File: src/rtl/ttt_board_writer_if.sv
// Move-entry handshake between a move source and the board writer.
interface ttt_board_writer_if;
    logic       move_valid;
    logic [3:0] move_pos;
    logic       move_ready;
    logic       move_ack;
    logic       move_err;

    modport master (output move_valid, move_pos, input move_ready, move_ack, move_err);
    modport slave  (input move_valid, move_pos, output move_ready, move_ack, move_err);
endinterface

File: src/rtl/ttt_board_writer.sv
// Tic-tac-toe board writer: accepts moves, alternates turns, evaluates the
// eight lines after each write and latches win/draw status until a new game.
module ttt_board_writer #(
    parameter logic [1:0]  FIRST_PLAYER = 2'b01,
    parameter int unsigned TIMEOUT      = 0
) (
    input  logic                 clk,
    input  logic                 rst_n,
    input  logic                 new_game,
    ttt_board_writer_if.slave    mv,
    output logic [17:0]          board,
    output logic [1:0]           turn,
    output logic                 game_over,
    output logic [1:0]           winner,
    output logic                 forfeit
);
    typedef enum logic [1:0] {WAIT, CHECK, OVER} state_t;

    localparam logic [15:0] TLAST = (TIMEOUT == 0) ? 16'd0 : 16'(TIMEOUT - 1);

    state_t      state;
    logic [3:0]  cnt;
    logic [15:0] timer;
    logic        ready_q, ack_q, err_q;
    logic        hs, legal;
    logic [1:0]  win;

    assign mv.move_ready = ready_q;
    assign mv.move_ack   = ack_q;
    assign mv.move_err   = err_q;

    function automatic logic same3(input logic [1:0] a, input logic [1:0] b, input logic [1:0] c);
        return (a != 2'b00) && (a == b) && (b == c);
    endfunction

    function automatic logic [1:0] find_win(input logic [17:0] b);
        logic [1:0] c [9];
        logic [1:0] w;
        for (int i = 0; i < 9; i++) c[i] = b[2*i +: 2];
        w = 2'b00;
        if (same3(c[0], c[1], c[2])) w = c[0];
        if (same3(c[3], c[4], c[5])) w = c[3];
        if (same3(c[6], c[7], c[8])) w = c[6];
        if (same3(c[0], c[3], c[6])) w = c[0];
        if (same3(c[1], c[4], c[7])) w = c[1];
        if (same3(c[2], c[5], c[8])) w = c[2];
        if (same3(c[0], c[4], c[8])) w = c[0];
        if (same3(c[2], c[4], c[6])) w = c[2];
        return w;
    endfunction

    // Out-of-range positions read back as a non-empty cell so they fail legality.
    function automatic logic [1:0] cell_at(input logic [17:0] b, input logic [3:0] pos);
        logic [1:0] r;
        r = 2'b11;
        for (int i = 0; i < 9; i++)
            if (pos == 4'(i)) r = b[2*i +: 2];
        return r;
    endfunction

    assign hs    = mv.move_valid & ready_q;
    assign legal = (cell_at(board, mv.move_pos) == 2'b00);
    assign win   = find_win(board);

    always_ff @(posedge clk) begin
        if (!rst_n || new_game) begin
            state     <= WAIT;
            board     <= '0;
            turn      <= FIRST_PLAYER;
            cnt       <= '0;
            timer     <= '0;
            game_over <= 1'b0;
            winner    <= 2'b00;
            ready_q   <= 1'b1;
            ack_q     <= 1'b0;
            err_q     <= 1'b0;
            forfeit   <= 1'b0;
        end else begin
            ack_q   <= 1'b0;
            err_q   <= 1'b0;
            forfeit <= 1'b0;
            case (state)
                WAIT: begin
                    if (hs) begin
                        timer <= '0;
                        if (legal) begin
                            for (int i = 0; i < 9; i++)
                                if (mv.move_pos == 4'(i)) board[2*i +: 2] <= turn;
                            cnt     <= (cnt == 4'd9) ? cnt : cnt + 4'd1;
                            ack_q   <= 1'b1;
                            ready_q <= 1'b0;
                            state   <= CHECK;
                        end else begin
                            err_q <= 1'b1;
                        end
                    end else if (TIMEOUT != 0) begin
                        if (timer == TLAST) begin
                            forfeit <= 1'b1;
                            turn    <= turn ^ 2'b11;
                            timer   <= '0;
                        end else begin
                            timer <= timer + 16'd1;
                        end
                    end
                end
                CHECK: begin
                    // A completed line outranks the draw check on the ninth move.
                    if (win != 2'b00) begin
                        winner    <= win;
                        game_over <= 1'b1;
                        turn      <= 2'b00;
                        state     <= OVER;
                    end else if (cnt == 4'd9) begin
                        winner    <= 2'b00;
                        game_over <= 1'b1;
                        turn      <= 2'b00;
                        state     <= OVER;
                    end else begin
                        turn    <= turn ^ 2'b11;
                        timer   <= '0;
                        ready_q <= 1'b1;
                        state   <= WAIT;
                    end
                end
                default: begin
                    ready_q <= 1'b0;
                end
            endcase
        end
    end
endmodule

File: src/flat_wrapper.sv
// flat-port wrapper written by rule: the top's interface ports become plain ports
module ttt_board_writer_flat 
#(
    parameter logic [1:0]  FIRST_PLAYER = 2'b01,
    parameter int unsigned TIMEOUT      = 0
)
  (clk, rst_n, new_game, board, turn, game_over, winner, forfeit, mv_move_valid, mv_move_pos, mv_move_ready, mv_move_ack, mv_move_err);
  ttt_board_writer_if mv_i ();
  input  logic clk;
  input  logic rst_n;
  input  logic new_game;
  output logic [17:0] board;
  output logic [1:0] turn;
  output logic game_over;
  output logic [1:0] winner;
  output logic forfeit;
  input wire logic [$bits(mv_i.move_valid)-1:0] mv_move_valid;
  input wire logic [$bits(mv_i.move_pos)-1:0] mv_move_pos;
  output wire logic [$bits(mv_i.move_ready)-1:0] mv_move_ready;
  output wire logic [$bits(mv_i.move_ack)-1:0] mv_move_ack;
  output wire logic [$bits(mv_i.move_err)-1:0] mv_move_err;
  assign mv_i.move_valid = mv_move_valid;
  assign mv_i.move_pos = mv_move_pos;
  assign mv_move_ready = mv_i.move_ready;
  assign mv_move_ack = mv_i.move_ack;
  assign mv_move_err = mv_i.move_err;
  ttt_board_writer #(.FIRST_PLAYER(FIRST_PLAYER), .TIMEOUT(TIMEOUT)) u_core (.clk(clk), .rst_n(rst_n), .new_game(new_game), .mv(mv_i), .board(board), .turn(turn), .game_over(game_over), .winner(winner), .forfeit(forfeit));
endmodule
File: config.mk
export PLATFORM = sky130hd
export DESIGN_NAME = ttt_board_writer_flat
export DESIGN_NICKNAME = d
export VERILOG_FILES = /design/src/rtl/ttt_board_writer_if.sv /design/src/rtl/ttt_board_writer.sv /design/src/flat_wrapper.sv
export SDC_FILE = /design/constraint.sdc
export NUM_CORES = 1
export LEC_CHECK = 0
export BUFFER_PORTS_ARGS = -buffer_cell sky130_fd_sc_hd__buf_2
export CORE_MARGIN = 2
export CORE_UTILIZATION = 36
export DETAILED_ROUTE_END_ITERATION = 7
export MAX_ROUTING_LAYER = met4
export SETUP_SLACK_MARGIN = 0.3
export SYNTH_ARGS = -nofsm -noshare
export SYNTH_HDL_FRONTEND = slang
export SYNTH_SLANG_ARGS = --single-unit
File: constraint.sdc
create_clock -name clk -period 2.7 [get_ports clk]
set_input_delay 0.405 -clock clk [delete_from_list [all_inputs] [get_ports clk]]
set_output_delay 0.405 -clock clk [all_outputs]
set_load 0.05 [all_outputs]
==> results.ini, run 1 <==
[outcome]
status = complete, no violations

[clocking]
cts-resized-gates = 0
htreeDepth = 2
cts_setup_buffers = 0
clk_latency_ns = 0.29
root_buffer = clkbuf_8
cts_tree = yes
cts_buffers = 5
clockBufferDepth = 2
hold_buffers = 0
path_clk_slew_ns = 0.07
cts_num_sinks = 32

[route]
ant_nets = 0
drtIter0Drc = 158
routed_wl_um = 5158
viasPerCell = 5.474
vias = 1927
dr.pass1.iters = 4
drc_errors = 0
drt-wirelength-per-cell_um = 14.65

[floorplan]
die_width_um = 77.16
coreArea_um2 = 5140
rows = 26
start_util_pct = 37.49
ioPinCount = 35
die_h_um = 77.16
dieArea_um2 = 5954

[timing]
setup_tns_ns = 0
finClkSkew_ns = 0.005650
relSlewSlack_pct = 57.09
tightest_slew_ns = 0.6423
rsz0062_at_grt = no
layout_setup_ws_ns = 0.4762
final_hold_viol_count = 0
period_share_pct = 82.36
slew_viol_final = 0
period_minus_slack_ns = 2.224
setup_viol = 0
clock.fmax_ghz = 0.4497

[setup_path]
rr_startpoint = u_core.board[9]$_SDFFE_PP0P_
required_ns = 2.90
crit_path_start = u_core.board[9]$_SDFFE_PP0P_
start_kind = register
cp_max_fo = 11
arrival_ns = 2.43
cp-end-kind = register
worstSetupPathType = reg2reg

[pwr]
finalPower_w = 0.001020
ir_worst_vdd_mv = 0.2789
power.density_nw_per_um2 = 449.5
leakagePower_nw = 0.8978

[min_path]
min-delay-start = u_core.game_over$_SDFFE_PP0P_
hp-class = reg2reg

[yosys]
synth_area_um2 = 1927
syn_nets = 262
synthArstFlopShare_pct = 0
ys.flop_type = dfxtp_1
syn_inst = 252
ys_ff_latch = 32
yosysWarnings = 0
syn_avg_cell_area_um2 = 7.646
synth_edf_count = 0
synth.distinct_cells = 53
ys_seq_area_share_pct = 33.25

[finish]
fillCellCount = 580
syn2layout_area_growth_pct = 17.79
final_nets = 291
post_route_cells_drive_above_1_share_pct = 21.28
multi_input_area_um2 = 1204
regArea_um2 = 645.6
diodes = 0

[grt]
grt_pass1_wl_um = 8466
grt_pass1_vias = 1784
grt_max_degree = 16
antenna_found_initial = 0
grt_util_all_layers_pct = 18.33
grt_overflow_total = 0

[place]
place_ws_ns = 0.3423
dp_hpwl_um = 3775
place.gp.congestion = 0.8151
io_buffers = 33

[flow_run]
max_cap_violations = 0

worst max-delay path, cell delays in order, from the launching register on:
cell	delay, ns
dfxtp_1	0.42
nand2b_4	0.22
or3_1	0.38
a211oi_1	0.29
a211oi_1	0.17
nor3b_2	0.26
nand2_1	0.16
o31ai_1	0.25
layer usage:
layer	track usage, %	share of wire [%]	up-vias
met5	-	0	-
met4	7.500	1.8	0
met3	2.471	4.2	9
met2	28.78	46	50
met1	23.80	48	902
li1	-	-	966
path summary, 6_finish.rpt:
kind / end / slack [ns] / depth (start not counted)
setup / recovery: u_core.turn[0]$_SDFFE_PP1P_ / 0.48 / 7
hold / removal: u_core.game_over$_SDFFE_PP0P_ / 0.48 / 1
setup reg to reg: u_core.turn[0]$_SDFFE_PP1P_ / 0.48 / 7
hold reg to reg: u_core.game_over$_SDFFE_PP0P_ / 0.48 / 1
synthesized netlist by cell type, types with 2 or more instances:
| cell | n | area (um2) |
|---|---|---|
| nand4_1 | 2 | 12.51 |
| nand3b_1 | 2 | 15.01 |
| and3_1 | 6 | 37.54 |
| buf_2 | 3 | 15.01 |
| nor3_1 | 7 | 35.03 |
| o21ai_0 | 8 | 40.04 |
| nand2_1 | 16 | 60.06 |
| nor3b_1 | 2 | 15.01 |
| clkbuf_1 | 10 | 37.54 |
| nor2_1 | 35 | 131.4 |
| o2111ai_1 | 2 | 17.52 |
| nand2b_1 | 7 | 43.79 |
| o21a_1 | 19 | 142.6 |
| dfxtp_1 | 32 | 640.6 |
| nand3_1 | 16 | 80.08 |
| or3_1 | 11 | 68.82 |
| or4_1 | 3 | 22.52 |
| ha_1 | 2 | 25.02 |
| inv_1 | 8 | 30.03 |
| nand3_2 | 2 | 20.02 |
| a21oi_1 | 14 | 70.07 |
| nor2b_1 | 3 | 18.77 |
| nor4_1 | 5 | 31.28 |
| a211oi_1 | 4 | 30.03 |
| a31oi_1 | 3 | 18.77 |
| o31ai_1 | 2 | 15.01 |
| o41ai_1 | 2 | 17.52 |
layout make-up:
class / instances / share of cell area [%]
Multi-Input combinational cell: 197 / 53.03
Tap cell: 70 / 3.859
Timing Repair Buffer: 37 / 8.600
Sequential cell: 32 / 28.45
Clock inverter: 2 / 1.544
Clock buffer: 6 / 3.197
Inverter: 8 / 1.323
flip-flops by register name, summed over array words and instances (netlist names):
register              cells
u_core.board             18
u_core.cnt                4
u_core.game_over          1
u_core.mv.move_ack        1
u_core.mv.move_err        1
u_core.mv.move_ready      1
u_core.state              2
u_core.turn               2
u_core.winner             2
logic make-up (layout without fill, tap and decap cells):
| logic type | count (synthesis) | count (layout) | synth area share, % |
|---|---|---|---|
| AO/OA/AOI/OAI | 65 | 65 | 23.70 |
| AND/OR/NAND/NOR | 127 | 127 | 35.71 |
| flip-flops | 32 | 32 | 33.25 |
| buffers and inverters | 23 | 53 | 4.935 |
| XOR/XNOR | 2 | 2 | 0.9093 |
| adder cells (fa/ha/maj) | 2 | 2 | 1.298 |
| other | 1 | 1 | 0.1946 |
placed cells by master (no fill, tap or decap), drive strengths merged, types with 3 or more instances in the layout:
cell    Yosys  routed
or4         3       3
a211oi      4       4
o21a       19      19
and3        7       7
nor2       35      35
nor3        7       7
buf         4      37
dfxtp      32      32
clkbuf     11       6
o21ai       9       9
a21oi      14      14
nor4        5       5
nand3      18      18
or3        12      12
a31oi       3       3
nor2b       3       3
nand2b      8       8
nand2      17      17
inv         8       8
where the power goes:
group	leakage, nW	switching, W	internal, W
combinational	0.582	0.0000593	0.0000293
clock	0.0552	0.000177	0.000274
sequential	0.260	0.00000465	0.000476
total	0.898	0.000241	0.000779
stage by stage:
stage / instance area [um2] / std cells / util [%] / hold WS (ns)
after CTS: 2252 / 352 / 43.82 / 0.4726
final: 2270 / 352 / 44.16 / 0.4751
after detailed placement: 2145 / 344 / 41.72 / 0.4647
after global placement: 2145 / 344 / 41.72 / 0.4469
after global routing: 2270 / 352 / 44.16 / 0.4970
after floorplan: 1927 / 252 / - / 0.4583
Power figures use the tool's default switching activity.
==> run 2, diff against run 1 <==
clock period = 1.92 ns   (was 2.7 ns; I/O delays follow)
==> run 2 against run 1 <==
  * The flow now finishes with violations (negative setup slack)
  * Clock skew down 0.0013 ns
  * Total power up 49%
  * Sequential share of layout area shrank 6.4 points
  * Fmax up 10%
  * Sequential cell count unchanged
  * Clock power rose by 48%
  * Final cell count up 15%
  * Die area is the same
  * Critical path depth rose by 3
  * Count of clock-buffer cells in the layout grew 2
  * Combinational power grew 110%
  * First-iteration DRC count shrank 30%
  * Critical path type unchanged
  * Largest power group is now clock
==> results.ini, run 2 (synthesized netlist as in run 1, its figures left out) <==
[finish]
fillCellCount = 459  ; -21%
layout_common_cells = buf_4 (48), nor2_1 (33), buf_2 (33), o21a_1 (19)
syn2layout_area_growth_pct = 62.34
diodes = 0  ; unchanged
largest_register = u_core.board
reg_top3 = u_core.board: 18 flops, u_core.cnt: 4 flops
post_route_cells_drive_above_1_share_pct = 50.89  ; +30 points
largest_reg_flops = 18  ; unchanged
final_common_cell = buf_4
final_nets = 345  ; +19%

[route]
viasPerCell = 5.510  ; +0.65%
routed_wl_um = 6838  ; +33%
ant_nets = 0  ; unchanged
drtIter0Drc = 110  ; -30%
dr.pass1.iters = 4  ; unchanged
vias = 2237  ; +16%
drc_errors = 0  ; unchanged
drt-wirelength-per-cell_um = 16.84  ; +15%

[pwr]
clkPwrFrac_pct = 44.1  ; about the same
p_int_w = 0.001135  ; +46%
p_switching_w = 0.0003836  ; +59%
finalPower_w = 0.001519  ; +49%
ir_worst_vdd_mv = 0.4657  ; +67%
power.density_nw_per_um2 = 485.6  ; +8.0%
seqPwrFrac_pct = 43.7  ; -3.4 points
swShare_pct = 25.25  ; +1.6 points
pwr-share-comb_pct = 12.3  ; +3.6 points
leakagePower_nw = 1.281  ; +43%

[setup_path]
r2r_cells = 10  ; +3
worstSetupPathType = reg2reg
rr_startpoint = u_core.board[14]$_SDFFE_PP0P_
r2r_setup_slack_ns = -0.1  ; -0.58 ns
rr_endpoint = u_core.state[1]$_SDFFE_PP0P_
arrival_ns = 2.20  ; -0.23 ns
start_kind = register
cp_max_fo = 6  ; -5
required_ns = 2.10  ; -0.80 ns
cp-end-kind = register

[timing]
period_share_pct = 105.2  ; +23 points
setup_viol = 6  ; +6
tightest_slew_ns = 0.5094  ; -0.1328 ns
period_minus_slack_ns = 2.020  ; -0.2042 ns
relSlewSlack_pct = 65.92  ; +8.8 points
final_hold_viol_count = 0  ; unchanged
slew_viol_final = 0  ; unchanged
clock.fmax_ghz = 0.4951  ; +10%
rsz0062_at_grt = yes
finClkSkew_ns = 0.004340  ; -0.001310 ns
layout_setup_ws_ns = -0.09964  ; -0.5758 ns
hold_ws_ns = 0.3594  ; -0.1157 ns

[min_path]
hp-class = in2reg
holdPathEnd = u_core.mv.move_ready$_SDFFE_PP1P_
min-delay-start = mv_move_valid
hold-path-cell-count = 4  ; +3

[grt]
grt_pass1_vias = 2222  ; +25%
antenna_found_initial = 0  ; unchanged
grt_pass1_wl_um = 10600  ; +25%
use_met1_pct = 28.97  ; +5.2 points
grt_util_all_layers_pct = 22.87  ; +4.5 points
busiest_layer = met2
globalRouteMet3Util_pct = 3.294  ; +0.82 points
grt_max_degree = 14  ; -2
grt_overflow_total = 0  ; unchanged
globalRouteMet2Util_pct = 35.83  ; +7.0 points

[outcome]
status = complete, but fails checks
violations = negative setup slack

[clocking]
htreeDepth = 2  ; unchanged
clockBufferDepth = 2  ; unchanged
cts_buffers = 5  ; unchanged
cts_tree = yes
root_buffer = clkbuf_8
clk_latency_ns = 0.29  ; about the same
cts_num_sinks = 32  ; unchanged
path_clk_slew_ns = 0.07  ; about the same

[floorplan]
die_h_um = 77.16  ; unchanged
die_width_um = 77.16  ; unchanged
coreArea_um2 = 5140  ; unchanged
dieArea_um2 = 5954  ; unchanged
rows = 26  ; unchanged
ioPinCount = 35  ; unchanged
start_util_pct = 37.49  ; unchanged

[place]
place.gp.congestion = 0.8710  ; +6.9%
dp_hpwl_um = 4342  ; +15%
io_buffers = 33  ; unchanged

[flow_run]
max_cap_violations = 0  ; unchanged

==> run 2: cell types whose count changed in the layout (fill, tap and decap cells not counted), sizes merged <==
cell	change
buf	+52
bufinv	-1
clkbuf	+2
clkinv	-1
nand3	+2
==> run 2: critical path: stages, from the launching register on <==
cell and delay, ns:
dfxtp_4 0.37, buf_4 0.13, nand3_1 0.09, a21oi_2 0.08, buf_4 0.15, buf_4 0.13
nor2_1 0.20, nand3_2 0.12, a221oi_4 0.30, nand2_2 0.14, a22o_1 0.21
==> run 2: power by group through the flow <==
| stage | sequential (W) | combinational, W | clock, W |
|---|---|---|---|
| 6_report | 0.000663 | 0.000186 | 0.000669 |
| 5_1_grt | 0.000664 | 0.000202 | 0.000697 |
| 4_1_cts | 0.000662 | 0.000166 | 0.000675 |
| 3_5_place_dp | 0.000681 | 0.000151 | 0 |
| 3_3_place_gp | 0.000681 | 0.000150 | 0 |
| 2_1_floorplan | 0.000693 | 0.0000853 | 0 |
==> run 2: layer usage <==
metal	up-vias	wire (um)
met5	-	0
met4	0	230
met3	24	375
met2	72	3358
met1	1054	2873
li1	1087	-
==> run 2: area by class of cell <==
cell class	instances	area (um2)	area share [%]
Timing Repair Buffer	89	615.6	19.68
Multi-Input combinational cell	199	1585	50.68
Tap cell	70	87.58	2.800
Inverter	8	30.03	0.9600
Clock buffer	8	121.4	3.880
Sequential cell	32	688.2	22.00
==> run 2: what timing repair did <==
action,4_1_cts,5_1_grt
cloned,2,0
gates resized for setup,51,24
setup endpoints to repair,31,31
hold buffers,0,0
pin swaps,35,16
buffers inserted,6,2
==> run 2: stage by stage <==
stage | TNS, ns | cells | setup WS, ns | util [%] | instance area [um2]
floorplan | -0.3392 | 252 | -0.1085 | - | 2038
global placement | -2.640 | 388 | -0.1711 | 49.71 | 2555
detailed placement | -3.292 | 388 | -0.2075 | 49.71 | 2555
CTS | -0.2250 | 404 | -0.06930 | 58.08 | 2985
global route | -1.773 | 406 | -0.1952 | 60.86 | 3128
finish | -0.2474 | 406 | -0.09964 | 60.86 | 3128
==> run 2: worst max path at each step <==
stage,startpoint,endpoint,slack [ns],depth (start not counted)
detailed placement,mv_move_pos[1],u_core.cnt[3]$_SDFFE_PP0P_,-0.21,8
finish,u_core.board[14]$_SDFFE_PP0P_,u_core.state[1]$_SDFFE_PP0P_,-0.1,10
global route,u_core.board[14]$_SDFFE_PP0P_,u_core.state[1]$_SDFFE_PP0P_,-0.20,10
CTS,u_core.board[8]$_SDFFE_PP0P_,u_core.state[1]$_SDFFE_PP0P_,-0.07,10
global placement,u_core.board[16]$_SDFFE_PP0P_,u_core.turn[0]$_SDFFE_PP1P_,-0.17,8
floorplan,u_core.board[13]$_SDFFE_PP0P_,u_core.state[1]$_SDFFE_PP0P_,-0.11,8
